===== src/rtl/unified_mem_arbiter_pkg.sv =====
// Shared types and defaults for the unified IF/DM memory arbiter.
package unified_mem_arbiter_pkg;

  localparam int DEF_ADDR_W = 32;
  localparam int DEF_DATA_W = 32;

  typedef enum logic [1:0] {
    IDLE  = 2'd0,
    ISSUE = 2'd1,
    WAIT  = 2'd2,
    DONE  = 2'd3
  } state_e;

  typedef enum logic {
    OWN_IF = 1'b0,
    OWN_DM = 1'b1
  } owner_e;

  // Bits needed to hold 0..max_val, never less than one.
  function automatic int cnt_w(int max_val);
    return (max_val < 1) ? 1 : $clog2(max_val + 1);
  endfunction

endpackage


===== src/rtl/unified_mem_arbiter_if.sv =====
// Pipeline-side (IF, DM) and memory-side signals of the unified memory arbiter.
interface unified_mem_arbiter_if #(
  parameter int ADDR_W = unified_mem_arbiter_pkg::DEF_ADDR_W,
  parameter int DATA_W = unified_mem_arbiter_pkg::DEF_DATA_W
);
  logic              if_req;
  logic [ADDR_W-1:0] if_addr;
  logic [DATA_W-1:0] if_rdata;
  logic              if_ready;
  logic              dm_req;
  logic              dm_we;
  logic [ADDR_W-1:0] dm_addr;
  logic [DATA_W-1:0] dm_wdata;
  logic [DATA_W-1:0] dm_rdata;
  logic              dm_ready;
  logic              mem_en;
  logic              mem_we;
  logic [ADDR_W-1:0] mem_addr;
  logic [DATA_W-1:0] mem_wdata;
  logic [DATA_W-1:0] mem_rdata;
  logic              stall_if;
  logic              stall_dm;

  modport slave (
    input  if_req, if_addr, dm_req, dm_we, dm_addr, dm_wdata, mem_rdata,
    output if_rdata, if_ready, dm_rdata, dm_ready,
           mem_en, mem_we, mem_addr, mem_wdata, stall_if, stall_dm
  );

  modport master (
    output if_req, if_addr, dm_req, dm_we, dm_addr, dm_wdata, mem_rdata,
    input  if_rdata, if_ready, dm_rdata, dm_ready,
           mem_en, mem_we, mem_addr, mem_wdata, stall_if, stall_dm
  );
endinterface


===== src/rtl/unified_mem_arbiter_pick.sv =====
// Winner select between IF and DM; DM has priority until IF has lost
// STARVE_LIMIT contested rounds in a row.
module mem_arb_pick
  import unified_mem_arbiter_pkg::*;
#(
  parameter int STARVE_LIMIT = 4
) (
  input  logic   clk,
  input  logic   reset,
  input  logic   if_req,
  input  logic   dm_req,
  input  logic   grant,
  output owner_e winner
);
  localparam int CNT_W = cnt_w(STARVE_LIMIT);

  logic [CNT_W-1:0] starve_cnt_q, starve_cnt_d;
  logic             force_if;

  always_comb begin
    force_if = (STARVE_LIMIT != 0) && (starve_cnt_q == CNT_W'(STARVE_LIMIT));
    winner   = (dm_req && !(if_req && force_if)) ? OWN_DM : OWN_IF;

    starve_cnt_d = starve_cnt_q;
    if (grant) begin
      if (winner == OWN_IF)
        starve_cnt_d = '0;
      else if (if_req && starve_cnt_q != CNT_W'(STARVE_LIMIT))
        starve_cnt_d = starve_cnt_q + 1'b1;
    end
  end

  always_ff @(posedge clk or negedge reset) begin
    if (!reset) starve_cnt_q <= '0;
    else        starve_cnt_q <= starve_cnt_d;
  end

endmodule


===== src/rtl/unified_mem_arbiter.sv =====
// Shares one fixed-latency single-port memory between the IF and DM stages:
// arbitrate, issue one strobe, wait MEM_LATENCY, pulse ready to the owner.
module unified_mem_arbiter
  import unified_mem_arbiter_pkg::*;
#(
  parameter int ADDR_W       = DEF_ADDR_W,
  parameter int DATA_W       = DEF_DATA_W,
  parameter int MEM_LATENCY  = 2,
  parameter int STARVE_LIMIT = 4
) (
  input logic                  clk,
  input logic                  reset,
  unified_mem_arbiter_if.slave bus
);
  localparam int WCNT_W = cnt_w(MEM_LATENCY - 1);

  state_e            state_q, state_d;
  owner_e            owner_q, owner_d;
  owner_e            winner;
  logic [WCNT_W-1:0] wcnt_q, wcnt_d;
  logic [ADDR_W-1:0] mem_addr_q, mem_addr_d;
  logic              mem_we_q, mem_we_d;
  logic [DATA_W-1:0] mem_wdata_q, mem_wdata_d;
  logic [DATA_W-1:0] if_rdata_q, if_rdata_d;
  logic [DATA_W-1:0] dm_rdata_q, dm_rdata_d;
  logic              grant;

  assign grant = (state_q == IDLE) && (bus.if_req || bus.dm_req);

  mem_arb_pick #(.STARVE_LIMIT(STARVE_LIMIT)) u_pick (
    .clk    (clk),
    .reset  (reset),
    .if_req (bus.if_req),
    .dm_req (bus.dm_req),
    .grant  (grant),
    .winner (winner)
  );

  always_comb begin
    state_d     = state_q;
    owner_d     = owner_q;
    wcnt_d      = wcnt_q;
    mem_addr_d  = mem_addr_q;
    mem_we_d    = mem_we_q;
    mem_wdata_d = mem_wdata_q;
    if_rdata_d  = if_rdata_q;
    dm_rdata_d  = dm_rdata_q;
    unique case (state_q)
      IDLE: if (grant) begin
        owner_d = winner;
        state_d = ISSUE;
        if (winner == OWN_DM) begin
          mem_addr_d  = bus.dm_addr;
          mem_we_d    = bus.dm_we;
          mem_wdata_d = bus.dm_wdata;
        end else begin
          mem_addr_d  = bus.if_addr;
          mem_we_d    = 1'b0;
        end
      end
      ISSUE: begin
        wcnt_d  = WCNT_W'(MEM_LATENCY - 1);
        state_d = WAIT;
      end
      WAIT: if (wcnt_q == '0) begin
        // mem_rdata is valid only in this cycle; stores leave dm_rdata alone.
        if (owner_q == OWN_IF)  if_rdata_d = bus.mem_rdata;
        else if (!mem_we_q)     dm_rdata_d = bus.mem_rdata;
        state_d = DONE;
      end else begin
        wcnt_d = wcnt_q - 1'b1;
      end
      DONE:    state_d = IDLE;
      default: state_d = IDLE;
    endcase
  end

  always_ff @(posedge clk or negedge reset) begin
    if (!reset) begin
      state_q     <= IDLE;
      owner_q     <= OWN_IF;
      wcnt_q      <= '0;
      mem_addr_q  <= '0;
      mem_we_q    <= 1'b0;
      mem_wdata_q <= '0;
      if_rdata_q  <= '0;
      dm_rdata_q  <= '0;
    end else begin
      state_q     <= state_d;
      owner_q     <= owner_d;
      wcnt_q      <= wcnt_d;
      mem_addr_q  <= mem_addr_d;
      mem_we_q    <= mem_we_d;
      mem_wdata_q <= mem_wdata_d;
      if_rdata_q  <= if_rdata_d;
      dm_rdata_q  <= dm_rdata_d;
    end
  end

  assign bus.mem_en    = (state_q == ISSUE);
  assign bus.mem_we    = mem_we_q;
  assign bus.mem_addr  = mem_addr_q;
  assign bus.mem_wdata = mem_wdata_q;
  assign bus.if_rdata  = if_rdata_q;
  assign bus.dm_rdata  = dm_rdata_q;
  assign bus.if_ready  = (state_q == DONE) && (owner_q == OWN_IF);
  assign bus.dm_ready  = (state_q == DONE) && (owner_q == OWN_DM);
  assign bus.stall_if  = bus.if_req & ~bus.if_ready;
  assign bus.stall_dm  = bus.dm_req & ~bus.dm_ready;

endmodule


===== src/flat_wrapper.sv =====
// flat-port wrapper written by rule: the top's interface ports become plain ports
module unified_mem_arbiter_flat import unified_mem_arbiter_pkg::*;
#(
  parameter int ADDR_W       = DEF_ADDR_W,
  parameter int DATA_W       = DEF_DATA_W,
  parameter int MEM_LATENCY  = 2,
  parameter int STARVE_LIMIT = 4
)
  (clk, reset, bus_if_req, bus_if_addr, bus_dm_req, bus_dm_we, bus_dm_addr, bus_dm_wdata, bus_mem_rdata, bus_if_rdata, bus_if_ready, bus_dm_rdata, bus_dm_ready, bus_mem_en, bus_mem_we, bus_mem_addr, bus_mem_wdata, bus_stall_if, bus_stall_dm);
  unified_mem_arbiter_if #(.ADDR_W(ADDR_W), .DATA_W(DATA_W)) bus_i ();
  input logic clk;
  input logic reset;
  input wire logic [$bits(bus_i.if_req)-1:0] bus_if_req;
  input wire logic [$bits(bus_i.if_addr)-1:0] bus_if_addr;
  input wire logic [$bits(bus_i.dm_req)-1:0] bus_dm_req;
  input wire logic [$bits(bus_i.dm_we)-1:0] bus_dm_we;
  input wire logic [$bits(bus_i.dm_addr)-1:0] bus_dm_addr;
  input wire logic [$bits(bus_i.dm_wdata)-1:0] bus_dm_wdata;
  input wire logic [$bits(bus_i.mem_rdata)-1:0] bus_mem_rdata;
  output wire logic [$bits(bus_i.if_rdata)-1:0] bus_if_rdata;
  output wire logic [$bits(bus_i.if_ready)-1:0] bus_if_ready;
  output wire logic [$bits(bus_i.dm_rdata)-1:0] bus_dm_rdata;
  output wire logic [$bits(bus_i.dm_ready)-1:0] bus_dm_ready;
  output wire logic [$bits(bus_i.mem_en)-1:0] bus_mem_en;
  output wire logic [$bits(bus_i.mem_we)-1:0] bus_mem_we;
  output wire logic [$bits(bus_i.mem_addr)-1:0] bus_mem_addr;
  output wire logic [$bits(bus_i.mem_wdata)-1:0] bus_mem_wdata;
  output wire logic [$bits(bus_i.stall_if)-1:0] bus_stall_if;
  output wire logic [$bits(bus_i.stall_dm)-1:0] bus_stall_dm;
  assign bus_i.if_req = bus_if_req;
  assign bus_i.if_addr = bus_if_addr;
  assign bus_i.dm_req = bus_dm_req;
  assign bus_i.dm_we = bus_dm_we;
  assign bus_i.dm_addr = bus_dm_addr;
  assign bus_i.dm_wdata = bus_dm_wdata;
  assign bus_i.mem_rdata = bus_mem_rdata;
  assign bus_if_rdata = bus_i.if_rdata;
  assign bus_if_ready = bus_i.if_ready;
  assign bus_dm_rdata = bus_i.dm_rdata;
  assign bus_dm_ready = bus_i.dm_ready;
  assign bus_mem_en = bus_i.mem_en;
  assign bus_mem_we = bus_i.mem_we;
  assign bus_mem_addr = bus_i.mem_addr;
  assign bus_mem_wdata = bus_i.mem_wdata;
  assign bus_stall_if = bus_i.stall_if;
  assign bus_stall_dm = bus_i.stall_dm;
  unified_mem_arbiter #(.ADDR_W(ADDR_W), .DATA_W(DATA_W), .MEM_LATENCY(MEM_LATENCY), .STARVE_LIMIT(STARVE_LIMIT)) u_core (.clk(clk), .reset(reset), .bus(bus_i));
endmodule

===== config.mk =====
export PLATFORM = sky130hd
export DESIGN_NAME = unified_mem_arbiter_flat
export DESIGN_NICKNAME = d
export VERILOG_FILES = /design/src/rtl/unified_mem_arbiter_pkg.sv /design/src/rtl/unified_mem_arbiter_if.sv /design/src/rtl/unified_mem_arbiter_pick.sv /design/src/rtl/unified_mem_arbiter.sv /design/src/flat_wrapper.sv
export SDC_FILE = /design/constraint.sdc
export NUM_CORES = 1
export LEC_CHECK = 0
export ABC_AREA = 0
export BUFFER_PORTS_ARGS = -buffer_cell sky130_fd_sc_hd__buf_4
export CAP_MARGIN = 10
export CELL_PAD_IN_SITES_DETAIL_PLACEMENT = 1
export CELL_PAD_IN_SITES_GLOBAL_PLACEMENT = 2
export CORE_MARGIN = 2
export CORE_UTILIZATION = 32
export DETAILED_ROUTE_END_ITERATION = 6
export HOLD_SLACK_MARGIN = 0.05
export PLACE_DENSITY_LB_ADDON = 0.2
export SYNTH_ARGS = -nofsm -noshare
export SYNTH_HDL_FRONTEND = slang
export SYNTH_HIERARCHICAL = 1
export SYNTH_SLANG_ARGS = --single-unit

===== constraint.sdc =====
create_clock -name clk -period 2.5 [get_ports clk]
set_input_delay 0.125 -clock clk [delete_from_list [all_inputs] [get_ports clk]]
set_output_delay 0.125 -clock clk [all_outputs]
set_load 0.05 [all_outputs]

* Word level (Yosys, flattened, before mapping) *
Cells that the tools add are included.

word-level totals
  bits of input ports = 133
  register bits = 136
  word-level logic and storage cells = 52

cells by class
  add/subtract/negate cells = 2
  bitwise logic cells = 7
  mux-type cells = 10
  equality and inequality tests = 8
  reduce and logical (&&, ||, !) cells = 16

operators by type and width
  kind                 number
  $mux 32              1
  $pmux 2 s4           1
  $logic_and 1x1->1    6
  $mux 3               2
  $reduce_and 2->1     3
  $reduce_and 3->1     2
  $not 1->1            5
  $eq 2x2->1 const B   2
  $mux 2               2
  $ne 2x2->1 const B   2
  $reduce_and 4->1     1
  $add 3x1->3 const B  1
  $eq 3x3->1 const B   1
  $mux 1               3
  $ne 3x3->1 const B   1
  $and 1x1->1          2
  $eq 2x1->1 const B   1
  $logic_not 2->1      1
  $ne 2x1->1 const B   1
  $pmux 1 s2           1
  $reduce_bool 2->1    1
  $logic_not 1->1      1
  $logic_or 1x1->1     1
  $sub 1x1->1 const B  1

* Longest topological paths before layout *
  word-level depth = 7
  gate-level depth with buffers = 8
  gate-level depth less buffers = 7

* Modules after synthesis *
The synthesis kept the hierarchy.

modules (own cells, without submodules)
  module               sequential area each (um^2)  cells each  times used  area an instance (um^2)
  unified_mem_arbiter  3328.2                       376         1           5640.4
  mem_arb_pick         75.1                         18          1           188.9

* Worst setup path before layout *
Ideal clock, no wire load.

  path type = register -> output
  from = register u_core.state_q[1]
  to = output port bus_stall_if
  setup slack = 0.640 ns
  data required time = 2.375 ns
  arrival = 1.735 ns
  path buffers = 0
  cell stages (with the launch flop) = 4
  cell sequence = dfrtp_1 > ha_1 > nor2b_1 > nor2b_1

on the way
  cells in the longest elaborated chain, start to end = 4

RTL lines
  item                    line                        source
  from (decl)             unified_mem_arbiter.sv:17   state_e state_q, state_d;
  from (signal assigned)  unified_mem_arbiter.sv:89   state_q <= state_d;
  $eq 2x2->1              unified_mem_arbiter.sv:106  assign bus.if_ready = (state_q == DONE) && (owner_q == OWN_IF);
  $logic_and 1x1->1       unified_mem_arbiter.sv:106
  net bus_if_ready        flat_wrapper.sv:21          output wire logic [$bits(bus_i.if_ready)-1:0] bus_if_ready;
  $not 1->1               unified_mem_arbiter.sv:108  assign bus.stall_if = bus.if_req & ~bus.if_ready;
  $and 1x1->1             unified_mem_arbiter.sv:108
  to (decl)               flat_wrapper.sv:28          output wire logic [$bits(bus_i.stall_if)-1:0] bus_stall_if;

The timed path passes the listed nets, and every way through them passes these cells.

* Worst setup path in the final report *
  from = register u_core.u_pick.starve_cnt_q[0]
  to = register u_core.mem_addr_q[27], in the netlist u_core/bus.mem_addr[27]

on the way
  cells in the longest elaborated chain, start to end = 6

RTL lines
  item                    line                            source
  from (decl)             unified_mem_arbiter_pick.sv:17  logic [CNT_W-1:0] starve_cnt_q, starve_cnt_d;
  from (signal assigned)  unified_mem_arbiter_pick.sv:35  else starve_cnt_q <= starve_cnt_d;
  $eq 3x3->1              unified_mem_arbiter_pick.sv:21  force_if = (STARVE_LIMIT != 0) && (starve_cnt_q == CNT_W'(STARVE_LIMIT));
  $logic_and 1x1->1       unified_mem_arbiter_pick.sv:22  winner = (dm_req && !(if_req && force_if)) ? OWN_DM : OWN_IF;
  $logic_not 1->1         unified_mem_arbiter_pick.sv:22
  $logic_and 1x1->1       unified_mem_arbiter_pick.sv:22
  $mux 1                  unified_mem_arbiter_pick.sv:22
  net u_core.winner       unified_mem_arbiter.sv:19       owner_e winner;
  $mux 32                 unified_mem_arbiter.sv:52       if (winner == OWN_DM) begin
  to (signal assigned)    unified_mem_arbiter.sv:92       mem_addr_q <= mem_addr_d;
  to (decl)               unified_mem_arbiter.sv:21       logic [ADDR_W-1:0] mem_addr_q, mem_addr_d;

The timed path passes the listed nets, and every way through them passes these cells.
A chain may end at the register's enable or synchronous reset.

==> flow_summary.toml <==
[place]
gp_congestion = 0.716
port_buffers = 266
hpwl_um = 11500
dp.cells = 874

[synth]
syn_inst = 394
synth_cell_type_count = 34
synth-seq-area-share_pct = 58.4
syn_area_per_cell_um2 = 14.8
synth-edff-count = 0
synth_top_area_share_pct = 58.4
ys_ff_latch = 136
yosysTopAreaCell = "dfrtp_1"
ys.warnings.count = 6
synthesis.nets = 534
yosys-top-cells-area = "dfrtp_1, mux2_4, mux2_2, mux2i_1, o21ai_0"
syn_area_mm2 = 0.00583
synth_ff_type = "dfrtp_1"
synth_async_sr_flop_share_pct = 100

[timing]
fin_skew_ns = 0.0103
worst_pin_slew_ns = 0.773
layout_min_cycle_time_ns = 2.28
finalCritPeriodShare_pct = 91.2
setup_tns_ns = 0
slew_headroom_pct = 48.5
finalSetupViolCount = 0
slew_viol_final = 0
hold_violations = 0
rsz0062_at_grt = "no"
fmax_ghz = 0.439

[drt]
drt_pass1_iterations = 4
vias_per_cell = 4.49
routed_wl_um = 17500
antenna_left = 0
routedWlPerCell_um = 16.9
initialDrtViolationCount = 137
routed-via-count = 4634
drcViolationCount = 0

[global_route]
grt_pass1_vias = 5160
grt.total_usage_pct = 18.2
grt_start_max_net_pins = 80
grt_first_pass_wirelength_um = 28100
antenna_found_initial = 0
grt_overflow = 0

[final_layout]
instances_no_fill = 1033
nFillCells = 1838
num_antenna_cells = 0
final_common_cell = "buf_4"
nets = 931
mostFrequentLayoutCells = "buf_4, dfrtp_1, dlygate4sd3_1"
drive_gt1_share_pct = 50.7
syn2layout_area_growth_pct = 69.8
multiInputGateArea_mm2 = 0.00223
seqCellArea_mm2 = 0.00340

[critical_path]
cp.arrival_ns = 2.54
worstSetupStartpointType = "flip-flop"
path_cells = "inv_1 > ha_1 > a31oi_4 > buf_12 > mux2i_1 > dlygate4sd3_1 > o21ai_0"
cp_top_family = "buffers and inverters"
critPathBufInv = 3
critPathCaptureType = "flip-flop"
cp_slowest_stage_delay_ns = 0.58
crit_required_ns = 2.76
critPathKind = "flip-flop to flip-flop"
crit_path_max_fanout = 33
worst_path_max_delay_cell = "dlygate4sd3_1"

[floorplanning]
io_pins = 267
placementRows = 49
core_area_mm2 = 0.0179
die_h_um = 139
initial_core_util_pct = 32.6
dieWidth_um = 139
die_area_mm2 = 0.0193

[clock_network]
clock_latency_ns = 0.41
cts.sinks = 136
cts_setup_buffers = 0
ctsResizeCount = 0
cts_tree = "yes"
path_clk_slew_ns = 0.06
cts_root_buf = "clkbuf_16"
cts_made_buffers = 17
htree_levels = 4
clockBufferDepth = 2

[worst_hold_path]
worstHoldPathType = "input port to flip-flop"

[pwr]
p_leak_nw = 4.93
vdd_drop_max_mv = 0.970
power.density_mw_per_mm2 = 1470

[status]
outcome = "finished clean"

[flow_run]
max_cap_viol_count = 0
-- registers in the layout, summed over array words and instances, names as in the netlist, 2 cells and up --
| register | count |
|---|---|
| u_core/state_q | 2 |
| u_core/bus.mem_addr | 32 |
| u_core/bus.dm_rdata | 32 |
| u_core/bus.if_rdata | 32 |
| u_core/u_pick/starve_cnt_q | 3 |
| u_core/bus.mem_wdata | 32 |
-- path summary, 6_finish.rpt --
kind,endpoint,startpoint,cells past startpoint,slack (ns)
worst max-delay path,u_core/bus.mem_addr[27]$_DFFE_PN0P_,u_core/u_pick/starve_cnt_q[0]$_DFFE_PN0P_,7,0.22
worst min-delay path,u_core/bus.mem_addr[25]$_DFFE_PN0P_,bus_dm_addr[25],3,0.05
worst max register to register,u_core/bus.mem_addr[27]$_DFFE_PN0P_,u_core/u_pick/starve_cnt_q[0]$_DFFE_PN0P_,7,0.22
worst min register to register,u_core/bus.mem_addr[14]$_DFFE_PN0P_,u_core/bus.mem_addr[14]$_DFFE_PN0P_,2,0.48
max in group asynchronous,u_core/bus.mem_wdata[24]$_DFFE_PN0P_,reset,3,1.41
min in group asynchronous,u_core/bus.if_rdata[28]$_DFFE_PN0P_,reset,2,0.33
-- Yosys cell counts, types with 3 or more instances --
master,instances
dfrtp_1,136
mux2i_1,33
mux2_2,37
buf_6,5
nor2b_1,3
ha_1,7
buf_4,3
o21ai_0,33
buf_2,5
nand2_1,36
inv_1,6
clkbuf_1,5
mux2_4,59
buf_12,3
-- kinds of logic (layout without fill, tap and decap cells) --
logic type      Yosys count  in the layout  share of synthesized area [%]
simple gates             48             48                           3.91
compound gates           43             43                           4.12
flops                   136            136                           58.4
buf+inv                  29            439                           3.69
mux                     131            131                           28.4
fa+ha+maj                 7              7                           1.50
-- tightest hold or removal path: stages --
cell	delay, ns
buf_4	0.08
mux2i_1	0.06
o21ai_0	0.14
-- cell type report --
| type | instances | area share [%] |
|---|---|---|
| Clock buffer | 18 | 4.33 |
| Clock inverter | 14 | 1.63 |
| Inverter | 8 | 0.329 |
| Multi-Input combinational cell | 229 | 22.6 |
| Sequential cell | 136 | 34.4 |
| Tap cell | 229 | 2.89 |
| Timing Repair Buffer | 399 | 33.9 |
-- report_power, final --
part	leakage, nW	total [W]	switching, W	internal (W)
clock	0.272	0.00251	0.00102	0.00149
combinational	2.99	0.00807	0.00519	0.00288
sequential	1.66	0.00395	0.000669	0.00328
total	4.93	0.0145	0.00688	0.00765
-- layer usage --
layer / up-vias / share of wire [%] / track usage, %
met5: - / 0 / 0
met4: 0 / 1.7 / 5.69
met3: 21 / 6.0 / 4.90
met2: 162 / 51 / 31.9
met1: 2286 / 41 / 21.8
li1: 2165 / - / -
-- through the flow --
| step | area, um^2 | utilization [%] | power (W) | hold slack [ns] | setup WS, ns |
|---|---|---|---|---|---|
| final | 9900 | 55.3 | 0.0145 | 0.0548 | 0.220 |
| after global routing | 9900 | 55.3 | 0.0152 | 0.0944 | 0.0945 |
| after CTS | 9900 | 55.3 | 0.0147 | 0.0539 | 0.212 |
| after detailed placement | 8040 | 44.9 | 0.0119 | 0.236 | 0.591 |
| after global placement | 8040 | 44.9 | 0.0117 | 0.224 | 0.653 |
| after floorplan | 5830 | - | 0.00940 | -0.171 | 0.640 |
-- timing repair --
item	4_1_cts	5_1_grt
setup endpoints to repair	0	0
hold buffers	127	0
endpoints found under the hold margin	205	0
No activity file was read; power rests on OpenSTA's default activity.
